$ cat src/rtl/vga_text_scan.sv
// Text-mode scan converter for a 40x24 character display.
// Maps VGA timing to cell coordinates, reads video RAM, drives the font ROM.
module vga_text_scan #(
  parameter int          COLS         = 40,
  parameter int          ROWS         = 24,
  parameter int          BLINK_FRAMES = 30,
  parameter logic [5:0]  CURSOR_CHAR  = 6'h00
) (
  input  logic       clk,
  input  logic       rst,
  input  logic       de,
  input  logic       frame,
  input  logic [5:0] cursor_col,
  input  logic [4:0] cursor_row,
  output logic [9:0] vram_addr,
  input  logic [5:0] vram_data,
  output logic [5:0] character,
  output logic [3:0] pixel,
  output logic [4:0] line,
  output logic       de_out
);

  localparam logic [3:0] PIX_MAX  = 4'd15;
  localparam logic [4:0] LINE_MAX = 5'd19;
  localparam logic [5:0] COL_MAX  = 6'(COLS - 1);
  localparam logic [4:0] ROW_MAX  = 5'(ROWS - 1);

  localparam int BW =
    (BLINK_FRAMES > 1) ? $clog2(BLINK_FRAMES) : 1;
  localparam logic [BW-1:0] BLINK_MAX =
    BW'(BLINK_FRAMES - 1);

  logic [3:0]    pix_cnt;
  logic [5:0]    col;
  logic [4:0]    line_cnt;
  logic [4:0]    row;
  logic          h_over;
  logic          v_over;
  logic          de_q;
  logic [BW-1:0] blink_cnt;
  logic          blink;

  logic          de_fall;
  logic          hit;
  logic          blank;
  logic [9:0]    addr;

  logic [3:0]    s1_pix;
  logic [4:0]    s1_line;
  logic          s1_cur;
  logic          s1_vis;
  logic [3:0]    s2_pix;
  logic [4:0]    s2_line;
  logic          s2_cur;
  logic          s2_vis;
  logic          s3_vis;

  assign de_fall = de_q & ~de;

  always_ff @(posedge clk) begin
    if (rst) begin
      de_q    <= 1'b0;
      pix_cnt <= '0;
      col     <= '0;
      h_over  <= 1'b0;
    end else begin
      de_q <= de;
      if (de_fall) begin
        pix_cnt <= '0;
        col     <= '0;
        h_over  <= 1'b0;
      end else if (de) begin
        pix_cnt <= pix_cnt + 4'd1;
        if (pix_cnt == PIX_MAX) begin
          if (col == COL_MAX)
            h_over <= 1'b1;
          else
            col <= col + 6'd1;
        end
      end
    end
  end

  // frame takes priority over an end-of-line in the same cycle
  always_ff @(posedge clk) begin
    if (rst) begin
      line_cnt <= '0;
      row      <= '0;
      v_over   <= 1'b0;
    end else if (frame) begin
      line_cnt <= '0;
      row      <= '0;
      v_over   <= 1'b0;
    end else if (de_fall) begin
      if (line_cnt == LINE_MAX) begin
        line_cnt <= '0;
        if (row == ROW_MAX)
          v_over <= 1'b1;
        else
          row <= row + 5'd1;
      end else begin
        line_cnt <= line_cnt + 5'd1;
      end
    end
  end

  always_ff @(posedge clk) begin
    if (rst) begin
      blink_cnt <= '0;
      blink     <= 1'b0;
    end else if (frame) begin
      if (blink_cnt == BLINK_MAX) begin
        blink_cnt <= '0;
        blink     <= ~blink;
      end else begin
        blink_cnt <= blink_cnt + 1'b1;
      end
    end
  end

  always_comb begin
    hit = (col == cursor_col) &&
          (row == cursor_row) &&
          (cursor_col <= COL_MAX) &&
          (cursor_row <= ROW_MAX);
    blank = h_over | v_over;
    addr  = 10'(row) * 10'(COLS) + 10'(col);
  end

  always_ff @(posedge clk) begin
    if (rst) begin
      vram_addr <= '0;
      s1_pix    <= '0;
      s1_line   <= '0;
      s1_cur    <= 1'b0;
      s1_vis    <= 1'b0;
    end else begin
      vram_addr <= addr;
      s1_pix    <= pix_cnt;
      s1_line   <= line_cnt;
      s1_cur    <= hit & blink;
      s1_vis    <= de & ~blank;
    end
  end

  // stage 2: RAM read in flight
  always_ff @(posedge clk) begin
    if (rst) begin
      s2_pix  <= '0;
      s2_line <= '0;
      s2_cur  <= 1'b0;
      s2_vis  <= 1'b0;
    end else begin
      s2_pix  <= s1_pix;
      s2_line <= s1_line;
      s2_cur  <= s1_cur;
      s2_vis  <= s1_vis;
    end
  end

  always_ff @(posedge clk) begin
    if (rst) begin
      character <= '0;
      pixel     <= '0;
      line      <= '0;
      s3_vis    <= 1'b0;
      de_out    <= 1'b0;
    end else begin
      character <= s2_cur ? CURSOR_CHAR : vram_data;
      pixel     <= s2_pix;
      line      <= s2_line;
      s3_vis    <= s2_vis;
      de_out    <= s3_vis;
    end
  end

endmodule

$ cat config.mk
export PLATFORM = sky130hd
export DESIGN_NAME = vga_text_scan
export DESIGN_NICKNAME = d
export VERILOG_FILES = /design/src/rtl/vga_text_scan.sv
export SDC_FILE = /design/constraint.sdc
export NUM_CORES = 1
export LEC_CHECK = 0
export BUFFER_PORTS_ARGS = -buffer_cell sky130_fd_sc_hd__buf_2
export CAP_MARGIN = 20
export CORE_ASPECT_RATIO = 0.75
export CORE_UTILIZATION = 50
export DETAILED_ROUTE_END_ITERATION = 7
export PLACE_DENSITY = 0.7
export SLEW_MARGIN = 20
export SYNTH_ARGS = -nofsm -noshare
export SYNTH_HDL_FRONTEND = slang
export SYNTH_SLANG_ARGS = --single-unit
$ cat constraint.sdc
create_clock -name clk -period 2.41 [get_ports clk]
set_clock_uncertainty 0.05 [all_clocks]
set_input_delay 0.3615 -clock clk [delete_from_list [all_inputs] [get_ports clk]]
set_output_delay 0.3615 -clock clk [all_outputs]
set_load 0.1 [all_outputs]
==> results.ini <==
[sta]
setup_ws_ns = 0.162
fin_crit_ns = 2.25
tightest_slew_ns = 0.493
hold_slack_ns = 0.161
setup_violations = 0
rsz0062_at_grt = false
setup_tns_ns = 0
max_freq_mhz = 445
period_share = 0.933
report.final.slew_viol_count = 0
hold_viol = 0
relSlewSlack = 0.674

[clock_network]
clock-sinks = 78
cts_setup_buffers = 0
cts_tree = built
cts_made_buffers = 9
clock_path_buffers = 2
clock_latency_ns = 0.34
root_buffer = clkbuf_8
htreeDepth = 3
hold_buffers = 0
clk_pin_slew_ns = 0.09

[power_and_ir_drop]
vdd_drop_max_mv = 0.289
p_leak_nw = 1.57
power_density_nw_per_um2 = 666

[setup_path]
worstSetupPathType = flip-flop to flip-flop
path_depth = 7
regToRegSetupSlack_ns = 0.16
crit_path_top_delay_cell = fa_1
crit_buf_inv = 0
crit_path_end_kind = flip-flop
critPathRequiredTime_ns = 2.59
crit_chain = ha_1 > ha_1 > fa_1 > xor2_2 > o2111ai_1 > xnor3_1 > nor2b_1
cp_slowest_stage_delay_ns = 0.41
worstPathMaxFanout = 3
crit_top_cell = ha_1
cp_data_arrival_time_ns = 2.43
r2r_cells = 7
timing.rr.end = vram_addr[9]$_SDFF_PP0_
reg2reg_from = row[1]$_SDFFE_PP0P_
path_delay_family = adder cells
startpoint_type = flip-flop

[die]
rows = 24
initial_core_util = 0.519
fp.dieArea_um2 = 6370
die_x_um = 91.8
core_um2 = 5830
die_y_um = 69.4
io_pins = 47

[worst_hold_path]
hold_depth = 2
min_to = character[4]$_SDFF_PP0_
hp-class = primary input to flip-flop
holdCritStartpoint = vram_data[4]

[global_routing]
grt.total_usage = 0.176
grt_util_met2 = 0.265
grt_max_degree = 34
grt_overflow = 0
met3_usage = 0.0789
grt_first_pass_wirelength_um = 8680
antenna_found_initial = 0
grt_pass1_vias = 1862
use_met1 = 0.233
grt-busiest-layer = met2

[place]
pre_cts_slack_ns = 0.122
hpwl_um = 3690
portBuffers = 46
place_area_um2 = 3340
place_congestion = 0.778

[drt]
viasPerCell = 4.78
drc_errors = 0
vias = 2026
routedWlPerCell_um = 12.1
drt_iter0_drc = 126
ant_nets = 0
drt-total-wl_um = 5130
dr.pass1.iters = 4

[final_layout]
finalInstanceArea_um2 = 3530
fin_util = 0.606
fin_nets = 379
syn_to_final_growth_pct = 16.8
drive_above_1_share = 0.217
antennaDiodeCount = 0

[synth]
yosys_register_bits = 78
synthTopCellsByArea = dfxtp_1 (52%), nor2b_1 (8.1%), xor2_1 (6.4%)
syn_avg_cell_area_um2 = 10.4
synthCells = 290
synth_top_area_cell = dfxtp_1
synth_fp_nets = 328
synth_top_area_share = 0.516
synth_warnings = 0
seq_area_frac_synth = 0.516
yosysUniqueCellTypes = 42
netlist_area_um2 = 3020

[run_status]
status = finished clean

[run]
cap_violations = 0

==> flip-flops by register name (all words and copies together), names as in the netlist, 4 cells and up <==
register	flops
s1_line	5
pix_cnt	4
s1_pix	4
line_cnt	5
s2_line	5
col	6
s2_pix	4
line	5
vram_addr	10
character	6
row	5
pixel	4
blink_cnt	5
==> power breakdown <==
| group | total, mW | leakage, nW | internal, mW | switching [mW] |
|---|---|---|---|---|
| clock | 0.901 | 0.0888 | 0.393 | 0.508 |
| sequential | 1.31 | 0.632 | 1.31 | 0.00941 |
| combinational | 0.137 | 0.851 | 0.0422 | 0.0948 |
| total | 2.35 | 1.57 | 1.74 | 0.612 |
==> cell usage in the layout, fill, tap and decap left out, drive strengths merged, types with 3 or more instances in the layout <==
cell / count
buf: 51
xor2: 22
nand2: 5
inv: 10
and2: 6
a21oi: 7
clkbuf: 9
nor2b: 40
nand4b: 4
mux2i: 5
nand3: 3
dfxtp: 78
nor3b: 3
nor3: 6
nand4: 7
nor2: 34
xnor2: 8
ha: 15
o21ai: 6
==> how the worst max path moves through the flow <==
stage                        startpoint                      end  slack [ns]
finish              row[1]$_SDFFE_PP0P_  vram_addr[9]$_SDFF_PP0_        0.16
global route        row[1]$_SDFFE_PP0P_  vram_addr[9]$_SDFF_PP0_        0.02
CTS                 row[1]$_SDFFE_PP0P_  vram_addr[9]$_SDFF_PP0_        0.11
detailed placement  row[2]$_SDFFE_PP0P_  vram_addr[9]$_SDFF_PP0_        0.12
global placement    row[2]$_SDFFE_PP0P_  vram_addr[9]$_SDFF_PP0_        0.19
floorplan           row[1]$_SDFFE_PP0P_  vram_addr[9]$_SDFF_PP0_        0.19
==> Yosys cell counts <==
| cell type | n |
|---|---|
| nand2_1 | 5 |
| nor3b_1 | 2 |
| fa_1 | 2 |
| nor2b_1 | 39 |
| clkbuf_1 | 8 |
| buf_6 | 1 |
| nor3b_2 | 1 |
| a211oi_1 | 1 |
| o211ai_1 | 2 |
| and3_1 | 1 |
| or2_2 | 2 |
| nor4bb_1 | 1 |
| nor3_2 | 1 |
| a21oi_1 | 7 |
| nor3_1 | 5 |
| o2111ai_1 | 2 |
| nor2_1 | 34 |
| and2_1 | 6 |
| and4_1 | 2 |
| nor2b_4 | 1 |
| xor2_1 | 22 |
| or3b_1 | 1 |
| inv_1 | 6 |
| a21o_1 | 1 |
| nand4_1 | 6 |
| and2b_1 | 1 |
| or3_1 | 2 |
| ha_1 | 15 |
| o21bai_1 | 1 |
| nand3b_1 | 1 |
| nand3_1 | 3 |
| nand4_2 | 1 |
| buf_2 | 2 |
| dfxtp_1 | 78 |
| mux2i_1 | 5 |
| xnor2_1 | 8 |
| o21ai_0 | 6 |
| xnor3_1 | 1 |
| nand2b_1 | 1 |
| nor4_1 | 1 |
| nand4b_1 | 4 |
| a31oi_1 | 1 |
==> cell type report <==
cell class                      instances  area, um^2
Fill cell                             499        2290
Sequential cell                        78        1560
Multi-Input combinational cell        195        1400
Timing Repair Buffer                   51         268
Clock buffer                            9         124
Tap cell                               78        97.6
Clock inverter                          7        61.3
Inverter                                6        22.5
==> cell families after synthesis <==
| group | Yosys count | synth area share |
|---|---|---|
| and+or+nand+nor | 121 | 0.231 |
| buffers and inverters | 17 | 0.0244 |
| AOI/OAI and AO/OA | 21 | 0.0418 |
| xor gates and xnor gates | 31 | 0.0943 |
| DFF | 78 | 0.516 |
| muxes | 5 | 0.0166 |
| adders and majority gates | 17 | 0.0753 |
==> metal layers <==
layer  vias up  share of wire
li1       1064              -
met1       908           0.51
met2        52           0.43
met3         2          0.059
met4         0         0.0037
met5         -              0
==> per-stage QoR <==
step                      instances  power (mW)
final                           424        2.35
after global routing            424        2.45
after CTS                       424        2.38
after detailed placement        408        1.48
after global placement          408        1.48
after floorplan                 290        1.45
==> timing repair <==
| action | in CTS | in global routing |
|---|---|---|
| gates resized for setup | 0 | 2 |
| endpoints found under the setup margin | 0 | 1 |
| hold endpoints to repair | 0 | 0 |
(Power assumes the default switching activity.)
